===== src/rtl/ifns_rx_word_packer.sv =====
// ifns_rx_word_packer: packs registered IFNS decoder bytes LSB-first into BYTES-byte valid/ready words
//   clock, rst_n (async, active low); code_valid/code_ready throttle the codeword source;
//   dataout is the decoder byte, valid one cycle after code_valid; word_out/word_valid/word_ready
//   is the output handshake; overflow is sticky when a completed word is dropped.
//   IFNS_PACK_FLUSH_EN adds flush (in) and word_bytes (out) for emitting partial words.
module ifns_rx_word_packer #(
  parameter int BYTES = 4
) (
  input  logic                   clock,
  input  logic                   rst_n,
  input  logic                   code_valid,
  input  logic [7:0]             dataout,
  output logic                   code_ready,
  output logic [8*BYTES-1:0]     word_out,
  output logic                   word_valid,
  input  logic                   word_ready,
`ifdef IFNS_PACK_FLUSH_EN
  input  logic                   flush,
  output logic [$clog2(BYTES):0] word_bytes,
`endif
  output logic                   overflow
);
  localparam int CW = $clog2(BYTES) + 1;
  logic v_q, v_d, word_valid_q, word_valid_d, overflow_q, overflow_d, free, complete;
  logic [CW-1:0] cnt_q, cnt_d;
  logic [8*BYTES-1:0] acc_q, acc_d, word_q, word_d;
`ifdef IFNS_PACK_FLUSH_EN
  logic flush_pend_q, flush_pend_d, do_flush;
  logic [CW-1:0] bytes_q, bytes_d;
  assign word_bytes = bytes_q;
`endif
  assign word_out   = word_q;
  assign word_valid = word_valid_q;
  assign overflow   = overflow_q;
  assign free       = ~word_valid_q | word_ready;
  assign complete   = v_q & (cnt_q == CW'(BYTES - 1));
  // Registers only: stall early enough that the byte already in the decoder still fits.
`ifdef IFNS_PACK_FLUSH_EN
  assign code_ready = ~(word_valid_q & ((({1'b0, cnt_q} + {{CW{1'b0}}, v_q}) >= (CW+1)'(BYTES - 1)) | flush_pend_q));
  assign do_flush   = flush_pend_q & (cnt_q != '0) & free & ~complete;
`else
  assign code_ready = ~(word_valid_q & (({1'b0, cnt_q} + {{CW{1'b0}}, v_q}) >= (CW+1)'(BYTES - 1)));
`endif
  always_comb begin
    v_d          = code_valid;
    cnt_d        = cnt_q;
    acc_d        = acc_q;
    word_d       = word_q;
    word_valid_d = word_valid_q & ~word_ready;
    overflow_d   = overflow_q;
    if (v_q) begin
      acc_d[{cnt_q[CW-2:0], 3'b000} +: 8] = dataout;
      cnt_d = cnt_q + CW'(1);
    end
    if (complete) begin
      cnt_d = '0;
      acc_d = '0;
      if (free) begin
        word_d       = {dataout, acc_q[8*BYTES-9:0]};
        word_valid_d = 1'b1;
      end else
        overflow_d = 1'b1;
    end
`ifdef IFNS_PACK_FLUSH_EN
    bytes_d      = (complete & free) ? CW'(BYTES) : bytes_q;
    flush_pend_d = flush | (flush_pend_q & ~do_flush & (cnt_q != '0));
    // Partial word leaves as-is; a byte arriving in the same cycle starts the next word.
    if (do_flush) begin
      word_d       = acc_q;
      word_valid_d = 1'b1;
      bytes_d      = cnt_q;
      cnt_d        = CW'(v_q);
      acc_d        = '0;
      acc_d[7:0]   = v_q ? dataout : 8'h00;
    end
`endif
  end
  always_ff @(posedge clock or negedge rst_n) begin
    if (!rst_n) begin
      v_q          <= 1'b0;
      cnt_q        <= '0;
      acc_q        <= '0;
      word_q       <= '0;
      word_valid_q <= 1'b0;
      overflow_q   <= 1'b0;
`ifdef IFNS_PACK_FLUSH_EN
      flush_pend_q <= 1'b0;
      bytes_q      <= '0;
`endif
    end else begin
      v_q          <= v_d;
      cnt_q        <= cnt_d;
      acc_q        <= acc_d;
      word_q       <= word_d;
      word_valid_q <= word_valid_d;
      overflow_q   <= overflow_d;
`ifdef IFNS_PACK_FLUSH_EN
      flush_pend_q <= flush_pend_d;
      bytes_q      <= bytes_d;
`endif
    end
  end
endmodule


===== config.mk =====
export PLATFORM = sky130hd
export DESIGN_NAME = ifns_rx_word_packer
export DESIGN_NICKNAME = d
export VERILOG_FILES = /design/src/rtl/ifns_rx_word_packer.sv
export SDC_FILE = /design/constraint.sdc
export NUM_CORES = 1
export LEC_CHECK = 0
export CORE_MARGIN = 2
export CORE_UTILIZATION = 52
export CTS_CLUSTER_DIAMETER = 100
export DETAILED_ROUTE_END_ITERATION = 7
export PLACE_DENSITY_LB_ADDON = 0.2
export SLEW_MARGIN = 30
export SYNTH_ARGS = -nofsm -noshare
export SYNTH_HDL_FRONTEND = slang
export SYNTH_SLANG_ARGS = --single-unit

===== constraint.sdc =====
create_clock -name clock -period 1.88 [get_ports clock]
set_input_delay 0.188 -clock clock [delete_from_list [all_inputs] [get_ports clock]]
set_output_delay 0.188 -clock clock [all_outputs]
set_load 0.01 [all_outputs]

==> results of run 1 <==
[cell families after synthesis]
family | share of synthesized area [%]
buf+inv | 3.306
simple gates | 8.314
fa+ha+maj | 3.306
flops | 58.57
mux | 17.86
compound gates | 8.644
[metrics by stage]
stage	util, %	instances	instance area (um^2)	hold WS, ps
after global placement	66.34	288	3196	214.1
final	70.16	305	3379	294.7
after CTS	69.92	305	3368	285.6
after global routing	70.16	305	3379	289.1
after detailed placement	66.34	288	3196	219.1
after floorplan	-	175	2649	-107.6
[state kept, by name (all words and copies together) (netlist names)]
signal / count
acc_q: 24
word_out: 32
v_q: 1
word_valid: 1
overflow: 1
cnt_q: 3
[power groups by stage]
stage | Sequential (mW) | Clock (mW) | Combinational, mW
detailed placement | 2.09 | 0 | 1.73
CTS | 2.08 | 1.02 | 1.74
global placement | 2.07 | 0 | 1.69
finish | 2.08 | 0.994 | 1.73
global route | 2.14 | 1.08 | 1.89
floorplan | 2.15 | 0 | 0.916
[metal layers]
layer,part of all wire (%),vias up,GRT usage [%],wire [um]
met2,48,41,31.21,2401
met3,4.2,8,4.101,207
met4,1.5,0,10.53,76
met1,46,806,28.38,2285
li1,-,746,-,-
met5,0,-,0,0
[critical path: cells and delay by family, from the launching register on]
kind                       cells  cell delay, ps
AOI/OAI and AO/OA              2             200
adders and majority gates      2             380
buffers and inverters          1             140
DFF                            1             380
and+or+nand+nor                1             150
[repair_timing]
item	CTS	global route
hold endpoints to repair	62	0
pin swaps	0	0
setup endpoints to repair	1	15
resized for setup	4	3
gates cloned	0	0
hold buffers	1	0
[how the worst max path moves through the flow]
stage / to / from / slack [ps] / depth (start not counted)
floorplan: word_out[0] / cnt_q[0] / 230 / 6
global placement: code_ready / v_q / 10 / 5
detailed placement: code_ready / v_q / 20 / 5
CTS: acc_q[8] / cnt_q[0] / 50 / 5
global route: code_ready / v_q / 7 / 6
finish: code_ready / v_q / 110 / 6
[layout by cell type (no fill, tap or decap), types with 6 or more instances in the layout]
cell type | synthesis | layout
dfrtp_1 | 62 | 62
clkdlybuf4s50_1 | 0 | 44
mux2_4 | 30 | 30
a22o_1 | 16 | 16
nand2_1 | 11 | 11
o21ai_0 | 11 | 11
clkbuf_8 | 0 | 10
nand3_1 | 9 | 9
ha_1 | 7 | 6
[final cells by class]
class / instances / area [um^2] / share of cell area, %
flip-flops and latches: 62 / 1551 / 45.91
well taps: 67 / 83.83 / 2.481
clock inverters: 4 / 22.52 / 0.6664
inverters: 2 / 7.507 / 0.2221
multi-input cells: 105 / 1026 / 30.36
clock buffers: 12 / 145.1 / 4.295
repair buffers: 53 / 543.0 / 16.07
==> flow_metrics.py, run 1 <==
metrics = {
    "timing": {
        "setup_viol": 0,
        "worst_pin_slew_ps": 386.9,
        "period_minus_slack_ps": 1770,
        "setup_ws_ps": 110.3,
        "hold_viol": 0,
        "fin_tns_setup_ps": 0,
        "rsz0062_at_grt": "false",
        "worst_clock_skew_ps": 2.521,
        "maxSlewHeadroom_pct": 74.20,
        "drv_slew": 0,
        "clock.fmax_mhz": 565.1,
        "fin_crit_sh_pct": 94.13,
    },
    "placed_design": {
        "numPortBuffers": 46,
        "place_hpwl_um": 3406,
        "finalWeightedCongestion": 0.7638,
        "post-place-ws_ps": 17.21,
    },
    "synth": {
        "synth_top_cell_area_share_pct": 58.57,
        "yosysMostFrequentCell": "dfrtp_1",
        "synthFlopType": "dfrtp_1",
        "avgSynthCellArea_um2": 15.14,
        "synth-edff-count": 0,
        "yosysSeqAreaShare_pct": 58.57,
        "synth_common_cells": "62 x dfrtp_1, 30 x mux2_4, 16 x a22o_1, 11 x nand2_1, 11 x o21ai_0",
        "yosys_warnings": 0,
        "synth_cell_types": 28,
        "ys_seq_elements": 62,
        "syn_area_mm2": 0.002649,
        "post_synth_main_area_contributors": "dfrtp_1 59%, mux2_4 17%, a22o_1 5.3%, ha_1 3.3%, buf_12 2.3%",
        "synth_nets": 194,
        "synth-async-reset-ratio_pct": 100.0,
        "synth_top_area_cell": "dfrtp_1",
        "netlist_instances": 175,
    },
    "route": {
        "drt_pass1_iterations": 4,
        "via_count": 1601,
        "routedWlPerCell_um": 16.29,
        "drc": 0,
        "finalWirelength_um": 4969,
        "drt.antenna.violating_nets": 0,
        "vias_per_cell": 5.249,
        "drt_iter0_drc": 154,
    },
    "clock_network": {
        "cts_made_buffers": 9,
        "insertion_delay_ps": 330,
        "clock_sinks": 62,
        "clkTransAtPathRegs_ps": 60,
        "post_cts_buffers": 0,
        "cts_tree": "built",
        "htreeDepth": 3,
        "cts_root_buf": "clkbuf_8",
        "clockBufferDepth": 2,
    },
    "worst_setup_path": {
        "required_ps": 1690,
        "arrival_ps": 1580,
        "worstPathMaxFanout": 2,
        "cp-end-kind": "output port",
        "cp_slowest_cell": "dfrtp_1",
        "rr_endpoint": "acc_q[6]",
        "path_cells": "ha_2, ha_1, and2_1, a21oi_1, o21ai_0, buf_2",
        "r2r_slack_ps": 140,
        "critical_path_class": "reg -> out",
        "cp-start-kind": "flip-flop",
        "cpPeakStageDelay_ps": 380,
        "rr_worst_depth": 6,
        "r2r_start": "cnt_q[0]",
    },
    "outcome": {
        "outcome": "complete, no violations",
    },
    "power_and_ir_drop": {
        "p_seq_share_pct": 43.3,
        "ir_drop_mv": 0.8406,
        "power_frac_comb_pct": 36.0,
        "p_per_area_mw_per_mm2": 1420,
        "p_leak_nw": 1.581,
        "p_total_mw": 4.799,
        "p_sw_mw": 1.446,
        "p_int_mw": 3.353,
        "switching_share_pct": 30.14,
        "clkPwrFrac_pct": 20.7,
    },
    "floorplanning": {
        "die_height_um": 75.37,
        "die_area_mm2": 0.005681,
        "dieWidth_um": 75.37,
        "core_mm2": 0.004817,
        "start_util_pct": 54.99,
        "io_pins": 47,
        "rows": 25,
    },
    "min_path": {
        "hp-start": "code_valid",
        "min_to": "v_q",
        "min_delay_path_depth": 1,
        "hold_path_class": "in -> reg",
    },
    "finish": {
        "num_antenna_cells": 0,
        "fillers": 357,
        "areaGrowthSynthToFinish_pct": 27.59,
        "drive_gt1_share_pct": 26.47,
        "nets": 252,
    },
    "global_routing": {
        "grt_pass1_vias": 1713,
        "grt_pass1_wl_um": 8376,
        "track_usage_pct": 20.58,
        "antenna_found_initial": 0,
        "grt_overflow": 0,
        "grt_max_degree": 63,
    },
    "job": {
        "drv_cap": 0,
    },
}
Note: power is estimated with default switching activity, not from simulation.
==> run 2: changes to the inputs <==
--- a/config.mk
+++ b/config.mk
@@ -14,3 +14,4 @@
 export SYNTH_ARGS = -nofsm -noshare
 export SYNTH_HDL_FRONTEND = slang
 export SYNTH_SLANG_ARGS = --single-unit
+export TNS_END_PERCENT = 50
==> constraint.sdc (replaced) <==
create_clock -name clock -period 1.8 [get_ports clock]
set_input_delay 0.18 -clock clock [delete_from_list [all_inputs] [get_ports clock]]
set_output_delay 0.18 -clock clock [all_outputs]
set_load 0.01 [all_outputs]
==> flow_metrics.py, run 2 (synthesis results as in run 1) <==
metrics = {
    "worst_setup_path": {
        "required_ps": 1620,
        "cp_slowest_cell": "dfrtp_1",
        "cpPeakStageDelay_ps": 390,
        "critical_path_class": "reg -> out",
        "critPathBufInv": 1,
        "r2r_slack_ps": 60,
        "worstPathMaxFanout": 2,
        "path_cells": "ha_2, ha_4, and2_4, a21oi_2, o21ai_2, buf_2",
        "cp-start-kind": "flip-flop",
        "crit_family": "flip-flops",
        "arrival_ps": 1570,
        "cp-end-kind": "output port",
    },
    "finish": {
        "largest_reg_flops": 32,
        "drive_gt1_share_pct": 30.29,
        "num_antenna_cells": 0,
        "final_common_cell": "dfrtp_1",
        "nets": 255,
        "areaGrowthSynthToFinish_pct": 30.28,
        "mostFrequentLayoutCells": "62 x dfrtp_1, 44 x clkdlybuf4s50_1, 30 x mux2_4",
        "fillers": 347,
    },
    "floorplanning": {
        "die_area_mm2": 0.005681,
        "core_mm2": 0.004817,
        "dieWidth_um": 75.37,
        "die_height_um": 75.37,
        "io_pins": 47,
        "rows": 25,
        "start_util_pct": 54.99,
    },
    "power_and_ir_drop": {
        "p_leak_nw": 1.604,
        "p_per_area_mw_per_mm2": 1492,
        "ir_drop_mv": 0.8845,
    },
    "timing": {
        "clock.fmax_mhz": 570.1,
        "hold_ws_ps": 286.8,
        "fin_crit_sh_pct": 97.45,
        "hold_viol": 0,
        "period_minus_slack_ps": 1754,
        "maxSlewHeadroom_pct": 73.42,
        "fin_tns_setup_ps": 0,
        "worst_clock_skew_ps": 5.590,
        "worst_pin_slew_ps": 398.6,
        "drv_slew": 0,
        "setup_viol": 0,
    },
    "job": {
        "drv_cap": 0,
    },
    "global_routing": {
        "grt_pass1_wl_um": 8562,
        "grt_overflow": 0,
        "grt_pass1_vias": 1687,
        "antenna_found_initial": 0,
        "grt_max_degree": 63,
        "track_usage_pct": 20.93,
    },
    "route": {
        "drc": 0,
        "vias_per_cell": 5.360,
        "drt_pass1_iterations": 4,
        "drt.antenna.violating_nets": 0,
        "routedWlPerCell_um": 16.90,
        "via_count": 1651,
        "finalWirelength_um": 5206,
        "drt_iter0_drc": 117,
    },
    "min_path": {
        "hold_path_class": "in -> reg",
    },
    "clock_network": {
        "cts_tree": "built",
        "insertion_delay_ps": 330,
        "clockBufferDepth": 2,
        "htreeDepth": 3,
        "clkTransAtPathRegs_ps": 70,
        "cts_made_buffers": 9,
        "cts_root_buf": "clkbuf_8",
        "clock_sinks": 62,
    },
    "placed_design": {
        "place_hpwl_um": 3470,
        "numPortBuffers": 46,
        "finalWeightedCongestion": 0.7681,
    },
    "outcome": {
        "outcome": "complete, no violations",
    },
}
run 2: changes by cell type in the layout (fill, tap and decap cells not counted), sizes merged:
cell / previous run / this run
buf: 8 / 11
run 2: layout make-up:
type	count	area, um^2	area share, %
flip-flops and latches	62	1551	44.96
multi-input cells	105	1062	30.78
repair buffers	56	578.1	16.75
clock buffers	12	145.1	4.206
well taps	67	83.83	2.429
clock inverters	4	22.52	0.6526
inverters	2	7.507	0.2175
run 2: path summary, 6_finish.rpt:
kind / startpoint / endpoint / cells after the start
min in group asynchronous: rst_n / word_out[21] / 3
min: code_valid / v_q / 1
max in group asynchronous: rst_n / acc_q[9] / 3
max: cnt_q[0] / code_ready / 6
max reg2reg: cnt_q[1] / word_out[3] / 6
min reg2reg: overflow / overflow / 1
run 2: stage by stage:
| step | total power [mW] | util (%) | area [um^2] | cells | setup slack, ps |
|---|---|---|---|---|---|
| final | 5.150 | 71.64 | 3451 | 308 | 45.96 |
| after global routing | 5.437 | 71.64 | 3451 | 308 | -9.136 |
| after CTS | 5.095 | 70.31 | 3387 | 306 | 6.858 |
| after detailed placement | 4.020 | 66.49 | 3203 | 289 | -109.0 |
| after global placement | 3.945 | 66.49 | 3203 | 289 | -57.10 |
| after floorplan | 3.204 | - | 2649 | 175 | 147.5 |
run 2: power by group:
part | total [mW] | internal [mW] | leakage [nW] | switching (mW)
Combinational | 1.93 | 1.17 | 0.692 | 0.757
Clock | 1.05 | 0.531 | 0.0861 | 0.517
Sequential | 2.17 | 1.87 | 0.825 | 0.298
Total | 5.15 | 3.58 | 1.60 | 1.57
run 2: what timing repair did:
action / in CTS / in global routing
resized for setup: 8 / 10
hold endpoints to repair: 62 / 0
hold buffers: 1 / 0
pin swaps: 0 / 5
endpoints found under the setup margin: 10 / 24
setup buffers: 0 / 2
run 2: metal layers:
metal,share of wire (%),wire [um],GRT usage (%),vias to the layer above
li1,-,-,-,754
met1,46,2390,29.65,841
met2,48,2522,31.59,46
met3,3.9,201,4.233,10
met4,1.8,92,9.357,0
met5,0,0,0,-
==> run 3: changes to the inputs <==
--- a/config.mk
+++ b/config.mk
@@ -9,6 +9,8 @@
 export CORE_UTILIZATION = 52
 export CTS_CLUSTER_DIAMETER = 100
 export DETAILED_ROUTE_END_ITERATION = 7
+export GPL_ROUTABILITY_DRIVEN = 0
+export GPL_TIMING_DRIVEN = 0
 export PLACE_DENSITY_LB_ADDON = 0.2
 export SLEW_MARGIN = 30
 export SYNTH_ARGS = -nofsm -noshare
==> flow_metrics.py, run 3 (synthesis results as in run 1) <==
metrics = {
    "worst_setup_path": {
        "cp-start-kind": "flip-flop",
        "cp-end-kind": "flip-flop",
        "cp_slowest_cell": "dfrtp_2",
        "required_ps": 2010,
        "path_cells": "buf_4, ha_2, nand3b_4, nor2b_2, buf_6, buf_12, mux2_4",
        "worstPathMaxFanout": 10,
        "arrival_ps": 1960,
        "cpPeakStageDelay_ps": 390,
        "critical_path_class": "reg -> reg",
    },
    "power_and_ir_drop": {
        "p_per_area_mw_per_mm2": 1553,
        "ir_drop_mv": 0.7141,
        "p_leak_nw": 1.633,
    },
    "timing": {
        "drv_slew": 0,
        "fin_tns_setup_ps": 0,
        "rsz0062_at_grt": "true",
        "setup_viol": 0,
        "fin_crit_sh_pct": 97.17,
        "hold_ws_ps": 266.1,
        "worst_clock_skew_ps": 8.075,
        "maxSlewHeadroom_pct": 69.69,
        "period_minus_slack_ps": 1749,
        "clock.fmax_mhz": 571.7,
        "worst_pin_slew_ps": 454.6,
        "hold_viol": 0,
    },
    "finish": {
        "largest_reg_flops": 32,
        "num_antenna_cells": 0,
        "mostFrequentLayoutCells": "60 x dfrtp_1, 44 x clkdlybuf4s50_1, 30 x mux2_4",
        "nets": 257,
        "fillers": 316,
        "fin_cells": 310,
        "areaGrowthSynthToFinish_pct": 33.63,
        "final_util_pct": 73.48,
        "final_common_cell": "dfrtp_1",
        "multiInputGateArea_mm2": 0.001056,
        "register_area_mm2": 0.001554,
        "drive_gt1_share_pct": 31.69,
        "postLayoutCellArea_mm2": 0.003540,
    },
    "global_routing": {
        "track_usage_pct": 21.84,
        "antenna_found_initial": 0,
        "grt_overflow": 0,
        "grt_max_degree": 44,
        "grt_pass1_vias": 1782,
        "grt_pass1_wl_um": 8935,
    },
    "floorplanning": {
        "die_area_mm2": 0.005681,
        "rows": 25,
        "core_mm2": 0.004817,
        "start_util_pct": 54.99,
        "dieWidth_um": 75.37,
        "io_pins": 47,
        "die_height_um": 75.37,
    },
    "route": {
        "drt_iter0_drc": 91,
        "finalWirelength_um": 5356,
        "via_count": 1640,
        "vias_per_cell": 5.290,
        "drc": 0,
        "drt_pass1_iterations": 4,
        "drt.antenna.violating_nets": 0,
        "routedWlPerCell_um": 17.28,
    },
    "outcome": {
        "outcome": "complete, no violations",
    },
    "clock_network": {
        "clock_sinks": 62,
        "clockBufferDepth": 2,
        "htreeDepth": 3,
        "insertion_delay_ps": 330,
        "clkTransAtPathRegs_ps": 70,
        "cts_tree": "built",
        "cts_made_buffers": 9,
        "cts_root_buf": "clkbuf_8",
    },
    "placed_design": {
        "numPortBuffers": 46,
        "place_hpwl_um": 3697,
        "dp_cells": 289,
        "place_area_mm2": 0.003211,
    },
    "job": {
        "drv_cap": 0,
    },
    "min_path": {
        "hold_path_class": "in -> async",
    },
}
## run 3: area by class of cell
class / count / share of cell area [%]
clock inverter: 5 / 2.298
tap: 67 / 2.368
clock buffer: 11 / 4.277
timing repair buffer: 52 / 14.85
sequential: 62 / 43.90
buffer: 6 / 2.262
inverter: 2 / 0.2121
multi-input combinational: 105 / 29.83
## run 3: final timing paths
check                                     to        from  slack [ps]  cells past startpoint
worst max-delay path            word_out[15]    cnt_q[0]          50                      7
worst min-delay path             word_out[6]       rst_n         270                      2
worst max register to register  word_out[15]    cnt_q[0]          50                      7
worst min register to register      overflow    overflow         490                      1
max in group asynchronous           cnt_q[0]       rst_n        1020                      3
min in group clock                       v_q  code_valid         280                      1
## run 3: through the flow
| stage | power (mW) | worst slack (ps) |
|---|---|---|
| 2_1_floorplan | 3.204 | 147.5 |
| 3_3_place_gp | 3.924 | -1225 |
| 3_5_place_dp | 4.022 | -222.9 |
| 4_1_cts | 5.492 | 1.485 |
| 5_1_grt | 5.800 | -32.52 |
| 6_report | 5.497 | 50.97 |
## run 3: critical path: cells and delay by family, from the launching register on
kind          cells  cell delay, ps
buf+inv           3             470
flops             1             390
mux               1             310
simple gates      2             250
fa+ha+maj         1             220
## run 3: timing repair
item                       in CTS  in global routing
hold endpoints to repair       19                  0
buffers inserted                3                  1
setup endpoints to repair      49                 55
pin swaps                       1                  4
hold buffers                    1                  0
gates resized for setup        10                 11
## run 3: where the power goes
part           internal, mW  switching (mW)
clock                 0.855           0.538
combinational          1.17           0.754
sequential             1.87           0.304
## run 3: layer usage
layer | GRT usage (%) | vias to the layer above | wire length [um]
met5 | 0 | - | 0
met4 | 8.187 | 0 | 79
met3 | 5.688 | 8 | 249
met2 | 34.30 | 47 | 2744
met1 | 29.52 | 832 | 2282
li1 | - | 753 | -
